## config.mk

```make
export PLATFORM = sky130hd
export DESIGN_NAME = memory_access_controller
export DESIGN_NICKNAME = d
export VERILOG_FILES = /design/src/rtl/memory_access_controller.sv
export SDC_FILE = /design/constraint.sdc
export NUM_CORES = 1
export LEC_CHECK = 0
export ABC_AREA = 1
export BUFFER_PORTS_ARGS = -buffer_cell sky130_fd_sc_hd__buf_2
export CORE_MARGIN = 8
export CORE_UTILIZATION = 40
export CTS_BUF_LIST = sky130_fd_sc_hd__clkbuf_4 sky130_fd_sc_hd__clkbuf_8 sky130_fd_sc_hd__clkbuf_16
export DETAILED_ROUTE_END_ITERATION = 7
export GPL_ROUTABILITY_DRIVEN = 0
export PLACE_DENSITY_LB_ADDON = 0.15
export SYNTH_ARGS = -nofsm -noshare
export SYNTH_HDL_FRONTEND = slang
export SYNTH_SLANG_ARGS = --single-unit
```

## constraint.sdc

```tcl
create_clock -name clk -period 1.84 [get_ports clk]
set_clock_uncertainty 0.05 [all_clocks]
set_input_delay 0.368 -clock clk [delete_from_list [all_inputs] [get_ports clk]]
set_output_delay 0.368 -clock clk [all_outputs]
set_load 0.1 [all_outputs]
```

## src/rtl/memory_access_controller.sv

```systemverilog
// MemoryAccess-stage initiator for the on-chip data memory: takes one load/store
// at a time, checks alignment and the 2 KiB window, and runs the prime-then-write sequence.
module memory_access_controller (
  input  logic        clk,
  input  logic        reset,
  input  logic        reqValid,
  output logic        reqReady,
  input  logic [63:0] reqAddress,
  input  logic [63:0] reqWriteData,
  input  logic [1:0]  reqSize,
  input  logic        reqSignExtended,
  input  logic        reqWrite,
  output logic        respValid,
  input  logic        respReady,
  output logic [63:0] respReadData,
  output logic        respMisaligned,
  output logic        respAccessFault,
  output logic [10:0] memAddress,
  output logic [63:0] memWriteData,
  output logic        memSignExtended,
  output logic [1:0]  memSize,
  output logic        memWriteEnable,
  input  logic [63:0] memReadData
);

  typedef enum logic [1:0] {IDLE, PRIME, WRITE, RESP} state_t;

  state_t      state;
  logic        is_write;
  logic        accept;
  logic        misaligned;
  logic        access_fault;
  logic [63:0] lane_data;

  assign reqReady     = (state == IDLE) && !reset;
  assign accept       = reqValid && reqReady;
  assign access_fault = |reqAddress[63:11];

  always_comb begin
    misaligned = 1'b0;
    case (reqSize)
      2'b01:   misaligned = reqAddress[0];
      2'b10:   misaligned = |reqAddress[1:0];
      2'b11:   misaligned = |reqAddress[2:0];
      default: misaligned = 1'b0;
    endcase
  end

  // The memory picks byte n from lane n, so narrow stores are replicated across all lanes.
  always_comb begin
    lane_data = reqWriteData;
    case (reqSize)
      2'b00:   lane_data = {8{reqWriteData[7:0]}};
      2'b01:   lane_data = {4{reqWriteData[15:0]}};
      2'b10:   lane_data = {2{reqWriteData[31:0]}};
      default: lane_data = reqWriteData;
    endcase
  end

  always_ff @(posedge clk) begin
    if (reset) begin
      state           <= IDLE;
      is_write        <= 1'b0;
      respValid       <= 1'b0;
      respReadData    <= '0;
      respMisaligned  <= 1'b0;
      respAccessFault <= 1'b0;
      memAddress      <= '0;
      memWriteData    <= '0;
      memSignExtended <= 1'b0;
      memSize         <= '0;
      memWriteEnable  <= 1'b0;
    end else begin
      case (state)
        IDLE: begin
          if (accept) begin
            is_write        <= reqWrite;
            respReadData    <= '0;
            respMisaligned  <= misaligned;
            respAccessFault <= access_fault;
            if (misaligned || access_fault) begin
              respValid <= 1'b1;
              state     <= RESP;
            end else begin
              memAddress      <= reqAddress[10:0];
              memWriteData    <= lane_data;
              memSize         <= reqSize;
              memSignExtended <= reqSignExtended;
              state           <= PRIME;
            end
          end
        end
        // The memory latched the target doubleword at this cycle's negedge.
        PRIME: begin
          if (is_write) begin
            memWriteEnable <= 1'b1;
            state          <= WRITE;
          end else begin
            respReadData <= memReadData;
            respValid    <= 1'b1;
            state        <= RESP;
          end
        end
        WRITE: begin
          memWriteEnable <= 1'b0;
          respValid      <= 1'b1;
          state          <= RESP;
        end
        RESP: begin
          if (respReady) begin
            respValid <= 1'b0;
            state     <= IDLE;
          end
        end
        default: state <= IDLE;
      endcase
    end
  end

endmodule

```

==> impl_metrics.py, run 1 <==
metrics = {
    "run_status": {
        "status": "completed",
    },
    "synth": {
        "synth_top_area_cell": "dfxtp_1",
        "synth.area.top_cells": "dfxtp_1 47%, nand2_1 20%, a21oi_1 9.9%",
        "synth_edf_count": 0,
        "synth_ff_type": "dfxtp_1",
        "syn_area_mm2": 0.00634,
        "synth.distinct_cells": 23,
        "async_reset_ff_share_pct": 0,
        "seq_area_frac_synth_pct": 47.1,
        "synth_top_area_share_pct": 47.1,
        "yosys_warnings": 0,
        "syn_nets": 1117,
        "postSynthAreaPerCell_um2": 6.95,
        "ys_ff_latch": 149,
        "synth_cells": 912,
    },
    "worst_setup_path": {
        "reg2reg_from": "state[1]$_SDFFE_PP0P_",
        "crit_path_start_kind": "flip-flop",
        "reg2regPathDepth": 10,
        "path_class": "flip-flop to primary output",
        "rr_endpoint": "memWriteData[14]$_SDFFE_PP0P_",
        "r2r_slack_ns": 0.11,
        "worstPathMaxFanout": 3,
        "endpoint_kind": "primary output",
        "crit_arrival_ns": 1.34,
        "required_ns": 1.42,
    },
    "run": {
        "maxCapViolations": 0,
    },
    "power_and_ir_drop": {
        "power_mw": 11.5,
        "power_density_mw_per_mm2": 1240,
        "ir_drop_v": 0.000823,
        "p_leak_nw": 4.41,
    },
    "layout": {
        "area_growth_pct": 46.0,
        "nets": 1467,
        "final_common_cell": "buf_2",
        "final_cell_mix": "344 x buf_2, 331 x nand2_1, 147 x dfxtp_1",
        "drive_gt1_share_pct": 35.0,
        "fill_cells": 1564,
        "final_cell_count_no_fill": 1491,
    },
    "placement": {
        "io_buffers": 346,
        "dpl.hpwl_um": 18100,
        "dp.cells": 1455,
    },
    "sta": {
        "setup_viol": 0,
        "fmax_mhz": 569,
        "finalHoldViolCount": 0,
        "slew-limit-headroom_pct": 62.7,
        "tightest_slew_ns": 0.563,
        "finalCritPeriodShare_pct": 95.5,
        "min_period_ns": 1.76,
        "slew_viol_final": 0,
        "rsz0062_at_grt": "true",
    },
    "route": {
        "drc": 0,
        "drtPass1Iterations": 6,
        "vias_per_cell": 4.85,
        "ant_nets": 0,
        "dr_total_vias": 7225,
        "wl_um": 24200,
        "drt_iter0_drc": 374,
        "wire_per_inst_um": 16.3,
    },
    "clock_network": {
        "clkTransAtPathRegs_ns": 0.06,
        "clock_sinks": 149,
        "cts_tree": "yes",
        "clock_latency_ns": 0.41,
        "htreeDepth": 4,
        "cts_root_buf": "clkbuf_16",
        "cts_buffer_depth": 2,
        "cts_buffers": 17,
    },
    "global_route": {
        "grt_pass1_wl_um": 37000,
        "grt_pass1_vias": 6780,
        "track_usage_pct": 23.2,
        "grt-ovfl-total": 0,
        "antenna_found_initial": 5,
        "grt_max_degree": 98,
    },
    "die": {
        "design.die.area_mm2": 0.0201,
        "ioPinCount": 347,
        "die_width_um": 142,
        "start_util_pct": 40.3,
        "core_mm2": 0.0157,
        "num_rows": 46,
        "fp.dieH_um": 142,
    },
    "hold_path": {
        "hold_class": "primary input to flip-flop",
        "hp-start": "reqAddress[5]",
        "hold_path_end": "memAddress[5]$_SDFFE_PP0P_",
        "holdPathStages": 3,
    },
}
logic make-up after synthesis:
kind of cell	count (synthesis)	synth area share, %
AOI/OAI and AO/OA	176	14.5
DFF	149	47.1
adders and majority gates	5	0.987
and+or+nand+nor	500	31.5
buffers and inverters	82	5.96
cell usage after synthesis (2+ instances only):
cell type / count
nand4_1: 3
a221oi_1: 8
nor2_1: 91
ha_1: 5
buf_4: 2
a21oi_1: 126
nand2_1: 333
dfxtp_1: 149
nor2_4: 2
clkbuf_1: 30
inv_1: 16
inv_2: 3
nand3_1: 67
buf_6: 4
o21ai_0: 40
buf_2: 26
critical path, stage by stage, from the launching register on:
cell and delay (ns):
dfxtp_2 0.32, inv_2 0.08, ha_4 0.14, inv_2 0.04
nor2_4 0.13, buf_12 0.19
worst max-delay path by stage:
stage	startpoint	slack [ns]	endpoint	cells after the start
after floorplan	state[0]$_SDFFE_PP0P_	-0.27	memWriteData[33]$_SDFFE_PP0P_	11
after global placement	reqAddress[33]	-0.06	memWriteData[47]$_SDFFE_PP0P_	12
after detailed placement	reqAddress[38]	-0.1	memWriteData[46]$_SDFFE_PP0P_	12
after CTS	state[1]$_SDFFE_PP0P_	0.06	respReadData[22]$_SDFFE_PP0P_	9
after global routing	state[1]$_SDFFE_PP0P_	-0.01	memSignExtended$_SDFFE_PP0P_	10
final	state[1]$_SDFFE_PP0P_	0.08	reqReady	5
flip-flops by register name, indices dropped and copies added, names as in the netlist:
signal	flops
memSignExtended	1
respReadData	64
respMisaligned	1
memWriteData	64
memWriteEnable	1
state	2
memSize	2
memAddress	11
respValid	1
respAccessFault	1
is_write	1
what timing repair did:
action / 4_1_cts / 5_1_grt
resized for setup: 2 / 9
endpoints found under the setup margin: 65 / 93
cloned: 0 / 1
pin swaps: 1 / 1
hold endpoints to repair: 0 / 0
buffers inserted: 2 / 2
hold buffers: 0 / 0
where the power goes:
part	internal [mW]	switching, mW	leakage (nW)
clock	2.71	1.38	0.329
combinational	1.05	2.81	2.88
sequential	3.42	0.0952	1.20
through the flow:
step	utilization (%)	instance area (um2)	setup slack (ns)	TNS, ns	hold WS (ns)
finish	58.9	9260	0.0832	0	0.150
global placement	53.9	8480	-0.0593	-2.43	0.398
detailed placement	53.9	8480	-0.0977	-4.59	0.401
global route	58.9	9260	-0.0102	-0.0133	0.146
floorplan	-	6380	-0.273	-31.60	0.394
CTS	58.4	9180	0.0597	0	0.133
final cells by class:
cell class	instances	area [um2]	area share [%]
repair buffers	393	2210	23.9
flip-flops and latches	149	2990	32.3
clock buffers	18	439	4.74
clock inverters	12	251	2.72
diodes	2	5.00	0.0541
well taps	216	270	2.92
multi-input cells	681	3020	32.6
inverters	20	77.6	0.838
per-layer routing:
layer,vias to the layer above,routed length (um),global-route usage [%],share of wire (%)
met2,274,11700,38.7,48
met1,3248,9810,27.5,40
li1,3667,-,-,-
met3,30,2440,8.23,10
met4,6,303,6.95,1.3
met5,-,32,0,0.13
(Power assumes the default switching activity.)
==> run 2, diff against run 1 <==
ABC_AREA = unset   (was 1)
CORE_UTILIZATION = 48   (was 40)
clock period = 2.1 ns   (was 1.84 ns; I/O delays follow)
==> run 2 against run 1 <==
Effect of this change:
- area after synthesis grew 4.9%
- power down 17%
- global-route usage up 5.5 points
- non-clock buffer count up 12
- critical path type is now primary input to flip-flop
==> impl_metrics.py, run 2 <==
metrics = {
    "run_status": {
        "status": "completed",
    },
    "power_and_ir_drop": {
        "power_density_mw_per_mm2": 987,
        "internal_power_mw": 5.64,
        "clkPwrFrac_pct": 30.8,
        "p_seq_share_pct": 32.7,
        "p_leak_nw": 4.21,
        "ir_drop_v": 0.000584,
        "p_sw_share_pct": 40.8,
        "comb_power_share_pct": 36.6,
        "power.net_switching_mw": 3.90,
    },
    "route": {
        "drtPass1Iterations": 5,
        "wire_per_inst_um": 20.1,
        "drt_iter0_drc": 603,
        "wl_um": 27300,
        "ant_nets": 0,
        "dr_total_vias": 7933,
        "drc": 0,
        "vias_per_cell": 5.82,
    },
    "placement": {
        "dp_slack_ns": -0.908,
        "dpl.hpwl_um": 19700,
        "io_buffers": 346,
    },
    "synth": {
        "synth_top_area_cell": "dfxtp_1",
        "syn_nets": 1038,
        "seq_area_frac_synth_pct": 44.9,
        "yosys_warnings": 0,
        "synth.most_common_cell": "a21oi_1",
        "synth_ff_type": "dfxtp_1",
        "synth_cells": 833,
        "synth_top_area_share_pct": 44.9,
        "ys_top_cells_by_count": "150 x a21oi_1, 149 x dfxtp_1, 90 x nand2_1",
        "synth.area.top_cells": "dfxtp_1 45%, a21oi_1 11%, nand3_1 5.6%",
        "syn_area_mm2": 0.00665,
        "ys_ff_latch": 149,
        "async_reset_ff_share_pct": 0,
        "synth.distinct_cells": 30,
        "postSynthAreaPerCell_um2": 7.98,
        "synth_edf_count": 0,
    },
    "die": {
        "num_rows": 43,
        "design.die.area_mm2": 0.0179,
        "ioPinCount": 347,
        "fp.dieH_um": 134,
        "die_width_um": 134,
        "start_util_pct": 48.5,
        "core_mm2": 0.0137,
    },
    "global_route": {
        "grt_pass1_wl_um": 40800,
        "grt_max_degree": 136,
        "track_usage_pct": 28.7,
        "antenna_found_initial": 3,
        "grt-ovfl-total": 0,
        "grt_pass1_vias": 7659,
    },
    "sta": {
        "slew_viol_final": 0,
        "finalHoldViolCount": 0,
        "finalWorstSetupSlack_ns": 0.0139,
        "rsz0062_at_grt": "true",
        "tightest_slew_ns": 0.675,
        "fin_tns_setup_ns": 0,
        "hold_slack_ns": 0.210,
        "min_period_ns": 2.09,
        "finalCritPeriodShare_pct": 99.3,
        "slew-limit-headroom_pct": 55.0,
        "fmax_mhz": 479,
        "setup_viol": 0,
    },
    "clock_network": {
        "postCtsHoldBufs": 0,
        "htreeDepth": 4,
        "cts_root_buf": "clkbuf_16",
        "cts_buffer_depth": 2,
        "clkTransAtPathRegs_ns": 0.06,
        "cts_buffers": 17,
        "clock_latency_ns": 0.41,
        "clock_sinks": 149,
        "cts_tree": "yes",
    },
    "layout": {
        "area_growth_pct": 45.3,
        "final_cell_mix": "341 x buf_2, 149 x dfxtp_1, 147 x a21oi_1",
        "final_common_cell": "buf_2",
        "drive_gt1_share_pct": 38.6,
        "fin_util_pct": 70.4,
        "nets": 1374,
        "largestRegisters": "memWriteData x64, respReadData x64, memAddress x11",
    },
    "worst_setup_path": {
        "crit_arrival_ns": 2.38,
        "endpoint_kind": "flip-flop",
        "required_ns": 2.39,
        "worstPathMaxFanout": 5,
        "crit_path_start_kind": "primary input",
        "path_class": "primary input to flip-flop",
    },
    "hold_path": {
        "hold_class": "primary input to flip-flop",
    },
    "run": {
        "maxCapViolations": 0,
    },
}
-- run 2: power groups by stage --
stage / clock (mW) / combinational (mW) / sequential [mW]
global placement: 0 / 3.41 / 3.17
floorplan: 0 / 1.20 / 4.45
detailed placement: 0 / 3.41 / 3.18
finish: 2.94 / 3.49 / 3.12
global route: 3.10 / 3.66 / 3.14
CTS: 2.98 / 3.45 / 3.11
-- run 2: logic make-up after synthesis --
| logic type | count (synthesis) | synth area share, % |
|---|---|---|
| buffers and inverters | 94 | 5.38 |
| muxes | 33 | 4.99 |
| adders and majority gates | 5 | 0.941 |
| AOI/OAI and AO/OA | 278 | 23.2 |
| DFF | 149 | 44.9 |
| and+or+nand+nor | 274 | 20.7 |
-- run 2: worst max-delay path, stage by stage --
cell     delay, ns
buf_2         0.11
nor4_4        0.36
nand4_1       0.16
buf_6         0.17
buf_4         0.12
or4_4         0.47
or4_1         0.44
a21oi_1       0.13
-- run 2: worst paths after layout --
path                                  from  cells after the start  slack, ns                             to
min reg2reg  respReadData[27]$_SDFFE_PP0P_                      2       0.40  respReadData[27]$_SDFFE_PP0P_
max                         reqAddress[57]                      8       0.01  memWriteData[28]$_SDFFE_PP0P_
max reg2reg          state[1]$_SDFFE_PP0P_                      8       0.13  memWriteData[36]$_SDFFE_PP0P_
min                          reqAddress[8]                      3       0.21     memAddress[8]$_SDFFE_PP0P_
-- run 2: timing repair --
action / 4_1_cts / 5_1_grt
pin swaps: 9 / 4
endpoints found under the setup margin: 82 / 78
gates cloned: 2 / 0
endpoints found under the hold margin: 0 / 0
resized for setup: 27 / 12
setup buffers: 7 / 2
-- run 2: layer usage --
layer / vias up / wire length [um] / track usage [%] / part of all wire (%)
li1: 3741 / - / - / -
met1: 3647 / 9840 / 31.5 / 36
met2: 472 / 13600 / 48.6 / 50
met3: 73 / 2610 / 8.28 / 9.6
met4: 0 / 1310 / 16.8 / 4.8
met5: - / 0 / 0 / 0
-- run 2: area by class of cell --
class	instances	area (um2)
tap	180	225
antenna	2	5.00
fill	1142	4060
inverter	4	15.0
clock inverter	4	45.0
multi-input combinational	592	3490
clock buffer	26	524
sequential	149	2980
timing repair buffer	405	2370
-- run 2: through the flow --
stage | std cells | area (um2) | power, mW
detailed placement | 1319 | 8850 | 6.59
CTS | 1358 | 9600 | 9.55
global route | 1362 | 9660 | 9.90
global placement | 1319 | 8850 | 6.58
floorplan | 833 | 6710 | 5.65
finish | 1362 | 9660 | 9.54
==> run 3, diff against run 2 <==
==> constraint.sdc (replaced) <==
create_clock -name clk -period 2.1 [get_ports clk]
set_clock_uncertainty 0.05 [all_clocks]
set_input_delay 0 -clock clk [delete_from_list [all_inputs] [get_ports clk]]
set_output_delay 0 -clock clk [all_outputs]
set_load 0.1 [all_outputs]
==> run 3 against run 2 <==
Effect of this change:
- sequential power about the same
- first-iteration DRC count increased by 26%
- sequential share of layout area decreased by 2.7 points
- register-to-register slack got worse by 0.02 ns
- setup slack improved by 0.098 ns
- wire length increased by 7.9%
- final cell count increased by 7.3%
- power increased by 7.2%
- final area increased by 9.5%
- clock power increased by 15%
- largest cell class unchanged
==> impl_metrics.py, run 3 (synthesized netlist as in run 2, its figures left out) <==
metrics = {
    "run_status": {
        "status": "completed",
    },
    "die": {
        "core_mm2": 0.0137,
        "die_width_um": 134,
        "num_rows": 43,
        "design.die.area_mm2": 0.0179,
        "fp.dieH_um": 134,
        "start_util_pct": 48.5,
        "ioPinCount": 347,
    },
    "sta": {
        "fmax_mhz": 503,
        "rsz0062_at_grt": "false",
        "finalHoldViolCount": 0,
        "finalCritPeriodShare_pct": 94.7,
        "slew_viol_final": 0,
        "fin_tns_setup_ns": 0,
        "setup_viol": 0,
        "finalWorstSetupSlack_ns": 0.112,
        "min_period_ns": 1.99,
        "tightest_slew_ns": 0.661,
        "slew-limit-headroom_pct": 55.7,
    },
    "clock_network": {
        "cts_buffers": 17,
        "clock_sinks": 149,
        "cts_root_buf": "clkbuf_16",
        "clkTransAtPathRegs_ns": 0.06,
        "cts_buffer_depth": 2,
        "cts_tree": "yes",
        "cts_setup_buffers": 0,
        "clock_latency_ns": 0.41,
        "htreeDepth": 4,
    },
    "route": {
        "ant_nets": 0,
        "vias_per_cell": 5.76,
        "wire_per_inst_um": 20.2,
        "drt_iter0_drc": 760,
        "wl_um": 29500,
        "drc": 0,
        "dr_total_vias": 8420,
        "drtPass1Iterations": 6,
    },
    "worst_setup_path": {
        "r2r_slack_ns": 0.11,
        "crit_arrival_ns": 2.21,
        "required_ns": 2.32,
        "cp_slowest_stage_delay_ns": 0.33,
        "cp_top_family": "buffers and inverters",
        "path_class": "flip-flop to flip-flop",
        "slowest_stage": "buf_12",
        "path_cells": "inv_1, ha_1, nand2_1, nor2_4, buf_12, and3_4, buf_4, a311oi_1",
        "crit_buf_inv": 3,
        "worstPathMaxFanout": 71,
        "crit_path_start_kind": "flip-flop",
        "endpoint_kind": "flip-flop",
        "reg2regPathDepth": 8,
        "crit_cells": 8,
    },
    "global_route": {
        "grt_max_degree": 75,
        "grt-ovfl-total": 0,
        "grt_pass1_wl_um": 45400,
        "antenna_found_initial": 2,
        "track_usage_pct": 31.6,
        "grt_pass1_vias": 8325,
    },
    "hold_path": {
        "holdPathStages": 5,
        "hold_class": "primary input to flip-flop",
    },
    "placement": {
        "io_buffers": 346,
        "dp_slack_ns": -0.217,
        "dpl.hpwl_um": 18700,
    },
    "layout": {
        "largestRegisters": "memWriteData x64, respReadData x64, memAddress x11",
        "final_common_cell": "buf_2",
        "drive_gt1_share_pct": 33.4,
        "fin_util_pct": 77.1,
        "area_growth_pct": 59.1,
        "fill_cells": 975,
        "nets": 1472,
        "final_cell_mix": "345 x buf_2, 149 x dfxtp_1, 148 x a21oi_1",
    },
    "run": {
        "maxCapViolations": 0,
    },
    "power_and_ir_drop": {
        "power_density_mw_per_mm2": 966,
        "ir_drop_v": 0.000703,
        "power_mw": 10.2,
        "p_leak_nw": 4.60,
    },
}
==> run 3: cell count changes in the layout (fill, tap and decap cells not counted), sizes merged <==
cell / previous run / this run
clkinv: 3 / 5
inv: 4 / 5
clkinvlp: 0 / 2
dlygate4sd3: 0 / 120
bufinv: 1 / 5
clkbuf: 26 / 19
or4: 11 / 9
buf: 405 / 385
==> run 3: worst paths after layout <==
path | from | endpoint
setup / recovery | state[0]$_SDFFE_PP0P_ | memWriteData[35]$_SDFFE_PP0P_
hold / removal | reqWriteData[52] | memWriteData[52]$_SDFFE_PP0P_
setup reg to reg | state[0]$_SDFFE_PP0P_ | memWriteData[35]$_SDFFE_PP0P_
hold reg to reg | respReadData[53]$_SDFFE_PP0P_ | respReadData[53]$_SDFFE_PP0P_
==> run 3: metrics by stage <==
stage               hold slack [ns]  instance area (um2)  instances
floorplan                    0.0975                 6660        833
global placement              0.210                 8710       1308
detailed placement            0.216                 8710       1308
CTS                         0.00280                10600       1460
global route                 0.0336                10600       1460
finish                       0.0128                10600       1462
==> run 3: area by class of cell <==
cell class	count	area [um2]	share of cell area, %
clock inverters	13	203	1.92
inverters	4	15.0	0.142
multi-input cells	590	3370	31.8
well taps	180	225	2.13
clock buffers	19	453	4.28
repair buffers	505	3330	31.5
diodes	2	5.00	0.0473
flip-flops and latches	149	2980	28.2
==> run 3: where the power goes <==
| part | total (mW) | switching [mW] | internal, mW |
|---|---|---|---|
| Clock | 3.38 | 1.21 | 2.17 |
| Sequential | 3.12 | 0.101 | 3.02 |
| Combinational | 3.72 | 2.75 | 0.971 |
| Total | 10.2 | 4.06 | 6.16 |
==> run 3: metal layers <==
layer	part of all wire (%)	wire length [um]	GRT usage, %	up-vias
li1	-	-	-	3929
met1	38	11200	35.8	3865
met2	49	14400	53.7	525
met3	8.7	2550	8.55	101
met4	4.5	1320	16.0	0
met5	0	0	0	-
==> run 3: what timing repair did <==
action,CTS,global route
gates resized for setup,0,2
setup endpoints to repair,0,18
hold buffers,120,0
hold endpoints to repair,119,0
==> run 3: worst min-delay path: cells and delay by family <==
family | cells | cell delay, ns
muxes | 1 | 0.12
buffers and inverters | 1 | 0.09
and+or+nand+nor | 1 | 0.08
AOI/OAI and AO/OA | 2 | 0.14
